[config.mk]
export PLATFORM = sky130hd
export DESIGN_NAME = pipe_skid_reg
export DESIGN_NICKNAME = d
export VERILOG_FILES = /design/src/rtl/pipe_skid_reg_pkg.sv /design/src/rtl/pipe_skid_reg.sv
export SDC_FILE = /design/constraint.sdc
export NUM_CORES = 1
export LEC_CHECK = 0
export BUFFER_PORTS_ARGS = -buffer_cell sky130_fd_sc_hd__buf_4
export CAP_MARGIN = 20
export CORE_MARGIN = 5
export CORE_UTILIZATION = 50
export DETAILED_ROUTE_END_ITERATION = 6
export PLACE_DENSITY = 0.86
export SLEW_MARGIN = 25
export SYNTH_ARGS = -nofsm -noshare
export SYNTH_HDL_FRONTEND = slang
export SYNTH_SLANG_ARGS = --single-unit
[constraint.sdc]
create_clock -name clk -period 1.4 [get_ports clk]
set_input_delay 0.28 -clock clk [delete_from_list [all_inputs] [get_ports clk]]
set_output_delay 0.28 -clock clk [all_outputs]
set_load 0.01 [all_outputs]
[src/rtl/pipe_skid_reg_pkg.sv]
// Shared types for the pipeline-stage register family: the IF/ID payload
// layout, its width, and the stage occupancy encoding.
package pipe_skid_reg_pkg;

  typedef struct packed {
    logic [31:0] pc_link;
    logic [31:0] pc_add;
    logic [31:0] instr;
    logic        p;
  } if_id_payload_t;

  localparam int IF_ID_W = $bits(if_id_payload_t);

  typedef enum logic [1:0] {
    OCC_EMPTY = 2'd0,
    OCC_ONE   = 2'd1,
    OCC_TWO   = 2'd2
  } stage_occ_e;

endpackage

[src/rtl/pipe_skid_reg.sv]
// Pipeline-stage register with valid/ready handshake. With SKID_EN = 1 a
// second (skid) entry absorbs the one beat that arrives after downstream
// stalls, so in_ready can be a flop and throughput stays at one per cycle.
// With SKID_EN = 0 the stage is a single register and in_ready is
// combinational from out_ready/hold.
module pipe_skid_reg
  import pipe_skid_reg_pkg::*;
#(
  parameter int                DATA_W    = IF_ID_W,
  parameter logic [DATA_W-1:0] RESET_VAL = '0,
  parameter bit                SKID_EN   = 1'b1
) (
  input  logic              clk,
  input  logic              rstn,
  input  logic              flush,
  input  logic              hold,
  input  logic              in_valid,
  output logic              in_ready,
  input  logic [DATA_W-1:0] in_data,
  output logic              out_valid,
  input  logic              out_ready,
  output logic [DATA_W-1:0] out_data,
  output logic [1:0]        occupancy
);

  stage_occ_e        state;
  stage_occ_e        next_state;
  logic              in_fire;
  logic              out_fire;
  logic              load_main_in;
  logic              load_main_skid;
  logic              load_skid_in;
  logic [DATA_W-1:0] main_data;
  logic [DATA_W-1:0] skid_data;

  // The main entry is valid in every state except EMPTY.
  assign out_valid = (state != OCC_EMPTY);
  assign out_data  = main_data;
  assign occupancy = state;

  assign in_fire  = in_valid & in_ready;
  assign out_fire = out_valid & out_ready & ~hold;

  // State register; reset has priority over everything else.
  always_ff @(posedge clk) begin
    if (!rstn) begin
      state <= OCC_EMPTY;
    end else begin
      state <= next_state;
    end
  end

  // Next-state and load selects; flush overrides any handshake this cycle.
  always_comb begin
    next_state     = state;
    load_main_in   = 1'b0;
    load_main_skid = 1'b0;
    load_skid_in   = 1'b0;
    if (flush) begin
      next_state = OCC_EMPTY;
    end else begin
      case (state)
        OCC_EMPTY: begin
          if (in_fire) begin
            next_state   = OCC_ONE;
            load_main_in = 1'b1;
          end
        end
        OCC_ONE: begin
          if (in_fire && out_fire) begin
            load_main_in = 1'b1;
          end else if (in_fire && SKID_EN) begin
            next_state   = OCC_TWO;
            load_skid_in = 1'b1;
          end else if (out_fire) begin
            next_state = OCC_EMPTY;
          end
        end
        OCC_TWO: begin
          // in_ready is low here, so only the drain path exists.
          if (out_fire) begin
            next_state     = OCC_ONE;
            load_main_skid = 1'b1;
          end
        end
        default: begin
          next_state = OCC_EMPTY;
        end
      endcase
    end
  end

  // Main payload: cleared on reset/flush, loaded from input or promoted from skid.
  always_ff @(posedge clk) begin
    if (!rstn || flush) begin
      main_data <= RESET_VAL;
    end else if (load_main_in) begin
      main_data <= in_data;
    end else if (load_main_skid) begin
      main_data <= skid_data;
    end
  end

  generate
    if (SKID_EN) begin : g_skid
      logic in_ready_q;

      // Skid payload captures the beat accepted while downstream is stalled.
      always_ff @(posedge clk) begin
        if (!rstn || flush) begin
          skid_data <= RESET_VAL;
        end else if (load_skid_in) begin
          skid_data <= in_data;
        end
      end

      // Registered ready: low exactly when the next state holds two entries.
      always_ff @(posedge clk) begin
        if (!rstn) begin
          in_ready_q <= 1'b1;
        end else begin
          in_ready_q <= (next_state != OCC_TWO);
        end
      end

      assign in_ready = in_ready_q;
    end else begin : g_noskid
      assign skid_data = RESET_VAL;
      assign in_ready  = ~out_valid | (out_ready & ~hold);
    end
  endgenerate

endmodule

**After elaboration in Yosys (flattened, before gate mapping)**

Cells that the tools add are included.
Widths: inputs -> output; s select.

- Bits in registers: 197
- Input port bits: 103
- Output and inout bits: 101
- Logic and storage cells: 36

- Equal/unequal tests: 3
- Mux-type cells: 19
- Bitwise operators: 4
- Reduce and logical (&&, ||, !) cells: 6

Operator list:

| cell | count |
|---|---|
| $mux 97 | 2 |
| $mux 2 | 6 |
| $mux 1 | 9 |
| $pmux 2 s3 | 1 |
| $reduce_bool 2->1 | 2 |
| $and 1x1->1 | 3 |
| $eq 2x1->1 const B | 1 |
| $eq 2x2->1 const B | 1 |
| $logic_not 2->1 | 1 |
| $ne 2x2->1 const B | 1 |
| $pmux 1 s2 | 1 |
| $logic_and 1x1->1 | 1 |
| $logic_not 1->1 | 1 |
| $logic_or 1x1->1 | 1 |
| $not 1->1 | 1 |

**Logic depth before layout (Yosys ltp)**

Gate-level depths: netlist (run 1).

- Depth after elaboration: 9
- Gate-level depth with buffers: 6
- Mapped depth without buffers: 3

**Worst setup path before layout (run 1)**

No wires, ideal clock.

- Kind: reg-to-reg
- From: register state[1], in the netlist occupancy[1]
- To: register main_data[38], in the netlist out_data[38]
- Library setup time: 134 ps
- Arrival: 1,378 ps
- Required time: 1,266 ps
- Path slack: -112 ps
- Stages on the path, launching flop included: 7
- Path buffers: 3
- Cell sequence: dfxtp_1 > and4bb_1 > buf_4 > o21ai_2 > buf_6 > buf_4 > a311oi_2

- Longest elaborated chain between the ends: 8

Ends and longest elaborated chain:

| element | RTL line | source |
|---|---|---|
| start, declared | pipe_skid_reg.sv:26 | `stage_occ_e state;` |
| start signal, assigned | pipe_skid_reg.sv:49 | `state <= next_state;` |
| $reduce_bool 2->1 | pipe_skid_reg.sv:37 | `assign out_valid = (state != OCC_EMPTY);` |
| $and 1x1->1 (2 in a row) | pipe_skid_reg.sv:42 | `assign out_fire = out_valid & out_ready & ~hold;` |
| $logic_and 1x1->1 | pipe_skid_reg.sv:70 | `if (in_fire && out_fire) begin` |
| $mux 1 | pipe_skid_reg.sv:70 |  |
| $pmux 1 s2 | pipe_skid_reg.sv:62 | `case (state)` |
| $mux 1 | pipe_skid_reg.sv:59 | `if (flush) begin` |
| $mux 97 / $reduce_bool 2->1 (equally long branches) | n/a |  |
| end signal, assigned | pipe_skid_reg.sv:98 | `main_data <= in_data;` |
| end signal, assigned | pipe_skid_reg.sv:100 | `main_data <= skid_data;` |
| end, declared | pipe_skid_reg.sv:33 | `logic [DATA_W-1:0] main_data;` |

Parallel ways exist; a longest one is shown, timed or not.
A chain may end at the register's enable or synchronous reset.

**Final worst setup path (run 1)**

- From: register state[1], in the netlist occupancy[1]
- To: register main_data[24], in the netlist out_data[24]

Same word-level chain as after synthesis.

==> results of run 1 <==
layout make-up:
type | count | area [sq um] | area share (%)
Clock buffer | 22 | 474 | 3.45
Clock inverter | 10 | 121 | 0.884
Inverter | 1 | 5.00 | 0.0364
Timing Repair Buffer | 308 | 3270 | 23.8
Tap cell | 260 | 325 | 2.37
Sequential cell | 197 | 3950 | 28.8
Multi-Input combinational cell | 696 | 5590 | 40.7
synthesized netlist by cell type:
cell	n	area share [%]
a211oi_1	97	7.5
a21oi_1	98	5.1
a221oi_1	1	0.091
a311oi_1	69	6.3
a311oi_2	28	4.3
and4b_1	1	0.10
and4bb_1	2	0.26
buf_2	56	2.9
buf_4	13	1.0
buf_6	4	0.47
clkbuf_1	99	3.8
dfxtp_1	197	41
inv_2	1	0.039
nand2b_1	2	0.13
nand3b_1	97	7.5
nand4_1	98	6.3
nand4bb_1	2	0.23
nor2b_1	1	0.065
nor3_1	1	0.052
nor4bb_1	1	0.10
o21ai_0	98	5.1
o21ai_2	1	0.091
o31ai_1	97	7.5
or2_2	1	0.065
or3_1	1	0.065
sequential cells by signal, indices dropped and copies added (netlist names):
signal     flops
occupancy      2
skid_data     97
in_ready       1
out_data      97
worst max-delay path: cells and delay by family (launching register included):
kind	cells	cell delay, ns
AO/OA/AOI/OAI	1	0.31
AND/OR/NAND/NOR	2	0.43
flip-flops	1	0.36
buffers and inverters	3	0.42
per-layer routing:
layer	vias up	wire length [microns]
met2	974	17500
li1	4602	-
met4	0	1970
met5	-	0
met1	5123	14300
met3	187	4510
path summary, 6_finish.rpt:
| check | slack, ns | endpoint | startpoint | depth (start not counted) |
|---|---|---|---|---|
| worst max register to register | -0.23 | out_data[24] | occupancy[1] | 6 |
| worst max-delay path | -0.23 | out_data[24] | occupancy[1] | 6 |
| worst min register to register | 0.47 | skid_data[52] | skid_data[52] | 2 |
| worst min-delay path | 0.11 | skid_data[71] | in_data[71] | 3 |
power by group:
group	leakage, nW	switching (W)	internal [W]
Sequential	1.60	0.0000750	0.00571
Clock	0.291	0.00224	0.00280
Combinational	2.49	0.00125	0.000850
Total	4.38	0.00357	0.00935
per-stage QoR:
step | instances | total power (W) | hold slack (ns) | setup WS (ns)
after global routing | 1494 | 0.0132 | 0.110 | -0.285
final | 1494 | 0.0129 | 0.108 | -0.227
after detailed placement | 1424 | 0.00763 | 0.458 | -0.213
after global placement | 1424 | 0.00761 | 0.452 | -0.150
after CTS | 1475 | 0.0126 | 0.101 | -0.182
after floorplan | 1066 | 0.00678 | 0.430 | -0.0145
cell families (layout without fill, tap and decap cells):
group / Yosys count / in the layout / synth area share (%)
DFF: 197 / 197 / 40.8
AOI/OAI and AO/OA: 489 / 489 / 36.0
buffers and inverters: 173 / 341 / 8.26
and+or+nand+nor: 207 / 207 / 14.9
repair_timing:
item | 4_1_cts | 5_1_grt
pin swaps | 14 | 58
setup buffers | 13 | 2
gates cloned | 6 | 18
resized for setup | 67 | 135
setup endpoints to repair | 131 | 199
==> flow_summary_export.csv, run 1 <==
group,metric,value,unit
sta,drv_slew,0,
synthesis,yosys.cell_types.count,25,
cts,cts.path.max_buffers,2,
sta,setup-violations-final,199,
layout,fin_area,13700,sq um
global_routing,grt_antenna_before_repair,0,
status,violations,"DRC, setup timing",
setup_path,cp.arrival,1.96,ns
sta,skew,0.0119,ns
layout,n_antenna_cell,0,
route,via_per_inst,7.29,
floorplan,initial_utilization,51.2,%
cts,numCtsBuffers,17,
route,drt_iter0_drc,1679,
cts,holdBufCountCts,0,
sta,rsz0062_at_grt,"true",
global_routing,grt_pass1_vias,9882,
sta,slew_headroom,75.2,%
synthesis,synth_nets,1169,
synthesis,synth_seq_cells,197,
setup_path,crit_path_end_kind,"register",
layout,post_route_cells_drive_above_1_share,39.1,%
sta,worstMarginPinSlew,0.372,ns
floorplan,core.rowCount,50,
flow_run,maxCapViolCount,0,
synthesis,syn_avg_cell_area,9.07,sq um
sta,timing.final.crit_period,1.63,ns
cts,clk_latency,0.44,ns
layout,layout_common_cells,"235 x buf_4, 195 x dfxtp_1, 98 x nand4_1, 97 x nand3b_1, 90 x a21oi_1",
global_routing,busiest_layer,"met2",
placement,place_congestion,0.810,
sta,setup_slack,-0.227,ns
setup_path,critPathLaunchType,"register",
hold_path,hp-class,"in2reg",
placement,dpl.hpwl,18.8,mm
layout,fin_util,72.7,%
sta,tns,-27.56,ns
floorplan,dieHeight,149,microns
power,vdd_drop_max,803,uV
floorplan,dieWidth,149,microns
placement,port_buffers,203,
route,finalWirelength,38.2,mm
sta,fmax,0.615,GHz
global_routing,met2_usage,43.8,%
synthesis,syn_area,9670,sq um
route,wl_per_cell,25.6,microns
setup_path,worstPathCellList,"buf_4 > and4bb_4 > buf_6 > buf_12 > nand3b_1 > a311oi_1",
route,drc,1,
power,p_per_area,941,nW/um^2
synthesis,synth_cells,1066,
floorplan,num_io_pins,204,
cts,clock_sinks,197,
global_routing,grt_overflow_total,0,
layout,final_common_cell,"buf_4",
global_routing,grt_max_degree,95,
synthesis,ys_warn_count,0,
cts,clk_pin_slew,0.08,ns
global_routing,track_usage,28.0,%
layout,area_growth,42.1,%
route,postRouteAntennaNets,0,
sta,fin_crit_sh,116,%
setup_path,critPathSlowestCell,"dfxtp_4",
floorplan,dieArea,22200,sq um
status,status,"finished with violations",
setup_path,critical_path_required,1.73,ns
sta,final_hold_viol_count,0,
floorplan,coreArea,18900,sq um
layout,fin_nets,1324,
setup_path,worstSetupPathType,"reg2reg",
setup_path,cp_slowest_stage_delay,0.36,ns
route,vias,10900,
cts,root_buffer,"clkbuf_16",
setup_path,crit_path_max_fanout,6,
global_routing,grt_pass1_wl,51.8,mm
cts,cts_tree,"done",
synthesis,ys_seq_area_share,40.8,%
layout,fillers,1241,
global_routing,met3_usage,5.10,%
cts,h-tree-depth,4,
route,drt-pass1-iter-count,7,
global_routing,use_met1,37.9,%
placement,dpl_cell_area,11700,sq um
power,power.leakage,4.38,nW
No activity file was read; power rests on OpenSTA's default activity.
==> run 2: changes to the inputs <==
- RECOVER_POWER: unset -> 50
==> run 2 against run 1 <==
Net effect:
- the flow finishes with violations (setup timing)
- power shrank 0.35%
- fmax shrank 0.72%
- via count grew 0.36%
- routed wire length shrank 0.30%
- worst setup slack lost 0.012 ns
- global-route usage is the same
- clock-buffer cell count is the same
- non-clock buffer count is the same
- die area is the same
- cell area shrank 1.3%
- critical endpoint is now out_data[42]
- final cell count is the same
- critical path type unchanged
==> flow_summary_export.csv, run 2 (synthesis results as in run 1) <==
group,metric,value,unit
floorplan,coreArea,18900,sq um
layout,area_growth,40.2,%
floorplan,dieWidth,149,microns
cts,clk_pin_slew,0.08,ns
layout,fin_util,71.7,%
placement,place_congestion,0.810,
floorplan,initial_utilization,51.2,%
layout,n_antenna_cell,0,
floorplan,core.rowCount,50,
global_routing,track_usage,28.0,%
route,dr.max_layer_used,"met4",
sta,setup_slack,-0.239,ns
cts,cts_tree,"done",
sta,skew,0.00968,ns
floorplan,num_io_pins,204,
route,drt-pass1-iter-count,6,
cts,h-tree-depth,4,
global_routing,grt_pass1_vias,9882,
sta,rsz0062_at_grt,"true",
setup_path,r2r_cells,6,
route,wl_met2,17.5,mm
hold_path,hold_end,"skid_data[71]",
cts,numCtsBuffers,17,
placement,port_buffers,203,
global_routing,grt_antenna_before_repair,0,
sta,worstMarginPinSlew,0.379,ns
placement,dpl.hpwl,18.8,mm
setup_path,worstPathCellList,"buf_4 > nand4bb_4 > buf_12 > buf_16 > a211oi_1 > a311oi_2",
layout,final_common_cell,"dfxtp_1",
route,wl_met3,4.50,mm
floorplan,dieHeight,149,microns
route,vias,10900,
status,status,"finished with violations",
sta,fin_crit_sh,117,%
setup_path,critPathLaunchType,"register",
status,violations,"setup timing",
setup_path,crit_path_max_fanout,42,
sta,setup-violations-final,199,
setup_path,critPathSlowestCell,"dfxtp_4",
layout,post_route_cells_drive_above_1_share,35.1,%
hold_path,min_from,"in_data[71]",
sta,timing.final.crit_period,1.64,ns
sta,slew_headroom,74.8,%
layout,layout_common_cells,"195 x dfxtp_1, 186 x buf_4, 98 x nand4_1, 97 x nand3b_1, 90 x a21oi_1",
power,p_per_area,950,nW/um^2
layout,final_cells,1494,
route,finalWirelength,38.1,mm
placement,dp_cells,1424,
setup_path,r2r_slack,-0.24,ns
sta,tns,-28.15,ns
global_routing,grt_overflow_total,0,
cts,root_buffer,"clkbuf_16",
setup_path,cp.depth,6,
setup_path,r2r-end,"out_data[42]",
setup_path,critical_path_required,1.70,ns
route,drt_iter0_drc,1598,
floorplan,dieArea,22200,sq um
setup_path,cp_slowest_stage_delay,0.36,ns
global_routing,grt_pass1_wl,51.8,mm
sta,final_hold_viol_count,0,
sta,drv_slew,0,
sta,fmax,0.610,GHz
route,wl_per_cell,25.5,microns
flow_run,maxCapViolCount,0,
route,via_per_inst,7.31,
layout,fin_area,13600,sq um
hold_path,hp-class,"in2reg",
layout,multi_input_area,5590,sq um
hold_path,min_path_cells,3,
setup_path,cp.arrival,1.94,ns
route,wl_met1,14.1,mm
power,power.leakage,4.17,nW
layout,fin_nets,1324,
setup_path,crit_path_end_kind,"register",
cts,cts.path.max_buffers,2,
layout,fillers,1306,
layout,register_area,3950,sq um
setup_path,critical-path-top-delay-family,"buffers and inverters",
setup_path,path_buf_inv,3,
global_routing,grt_max_degree,95,
setup_path,timing.rr.start,"occupancy[1]",
route,postRouteAntennaNets,0,
cts,clk_latency,0.43,ns
placement,dpl_cell_area,11700,sq um
cts,clock_sinks,197,
route,drc,0,
power,vdd_drop_max,805,uV
setup_path,worstSetupPathType,"reg2reg",
==> run 2: cell count changes in the layout (fill, tap and decap cells not counted) <==
| cell | previous run | this run |
|---|---|---|
| clkbuf_1 | 2 | 51 |
| buf_4 | 235 | 186 |
==> run 2: worst max path at each step <==
| stage | from | end |
|---|---|---|
| 3_3_place_gp | hold | out_data[82] |
| 6_report | occupancy[1] | out_data[42] |
| 3_5_place_dp | hold | out_data[48] |
| 5_1_grt | occupancy[1] | out_data[24] |
| 4_1_cts | occupancy[1] | out_valid |
| 2_1_floorplan | occupancy[1] | out_data[38] |
==> run 2: where the power goes <==
part	switching (W)	internal, W
Combinational	0.00125	0.000813
Sequential	0.0000736	0.00571
Clock	0.00224	0.00280
Total	0.00356	0.00932
==> run 2: metrics by stage <==
stage	total power, W	hold WS, ns	worst slack [ns]
final	0.0129	0.107	-0.239
after global routing	0.0132	0.110	-0.285
after CTS	0.0126	0.101	-0.182
after detailed placement	0.00763	0.458	-0.213
after global placement	0.00761	0.452	-0.150
after floorplan	0.00678	0.430	-0.0145
==> run 2: cell type report <==
type,count,area share [%]
Inverter,1,0.0369
Sequential cell,197,29.2
Clock inverter,10,0.895
Timing Repair Buffer,308,22.7
Clock buffer,22,3.50
Tap cell,260,2.40
Multi-Input combinational cell,696,41.3
==> run 2: repair_timing <==
item / 4_1_cts / 5_1_grt
hold buffers: 0 / 0
endpoints found under the setup margin: 131 / 199
pin swaps: 14 / 58
gates cloned: 6 / 18
buffers inserted: 13 / 2
gates resized for setup: 67 / 135
==> run 2: routing by layer <==
metal | vias to the layer above | GRT usage (%)
met4 | 0 | 12.0
met1 | 5177 | 37.9
met5 | - | 0
li1 | 4589 | -
met3 | 180 | 5.10
met2 | 979 | 43.8
==> run 2: worst reg2reg max path, stage by stage (launching register included) <==
cell	delay, ns
dfxtp_4	0.36
buf_4	0.13
nand4bb_4	0.20
buf_12	0.16
buf_16	0.17
a211oi_1	0.40
a311oi_2	0.09
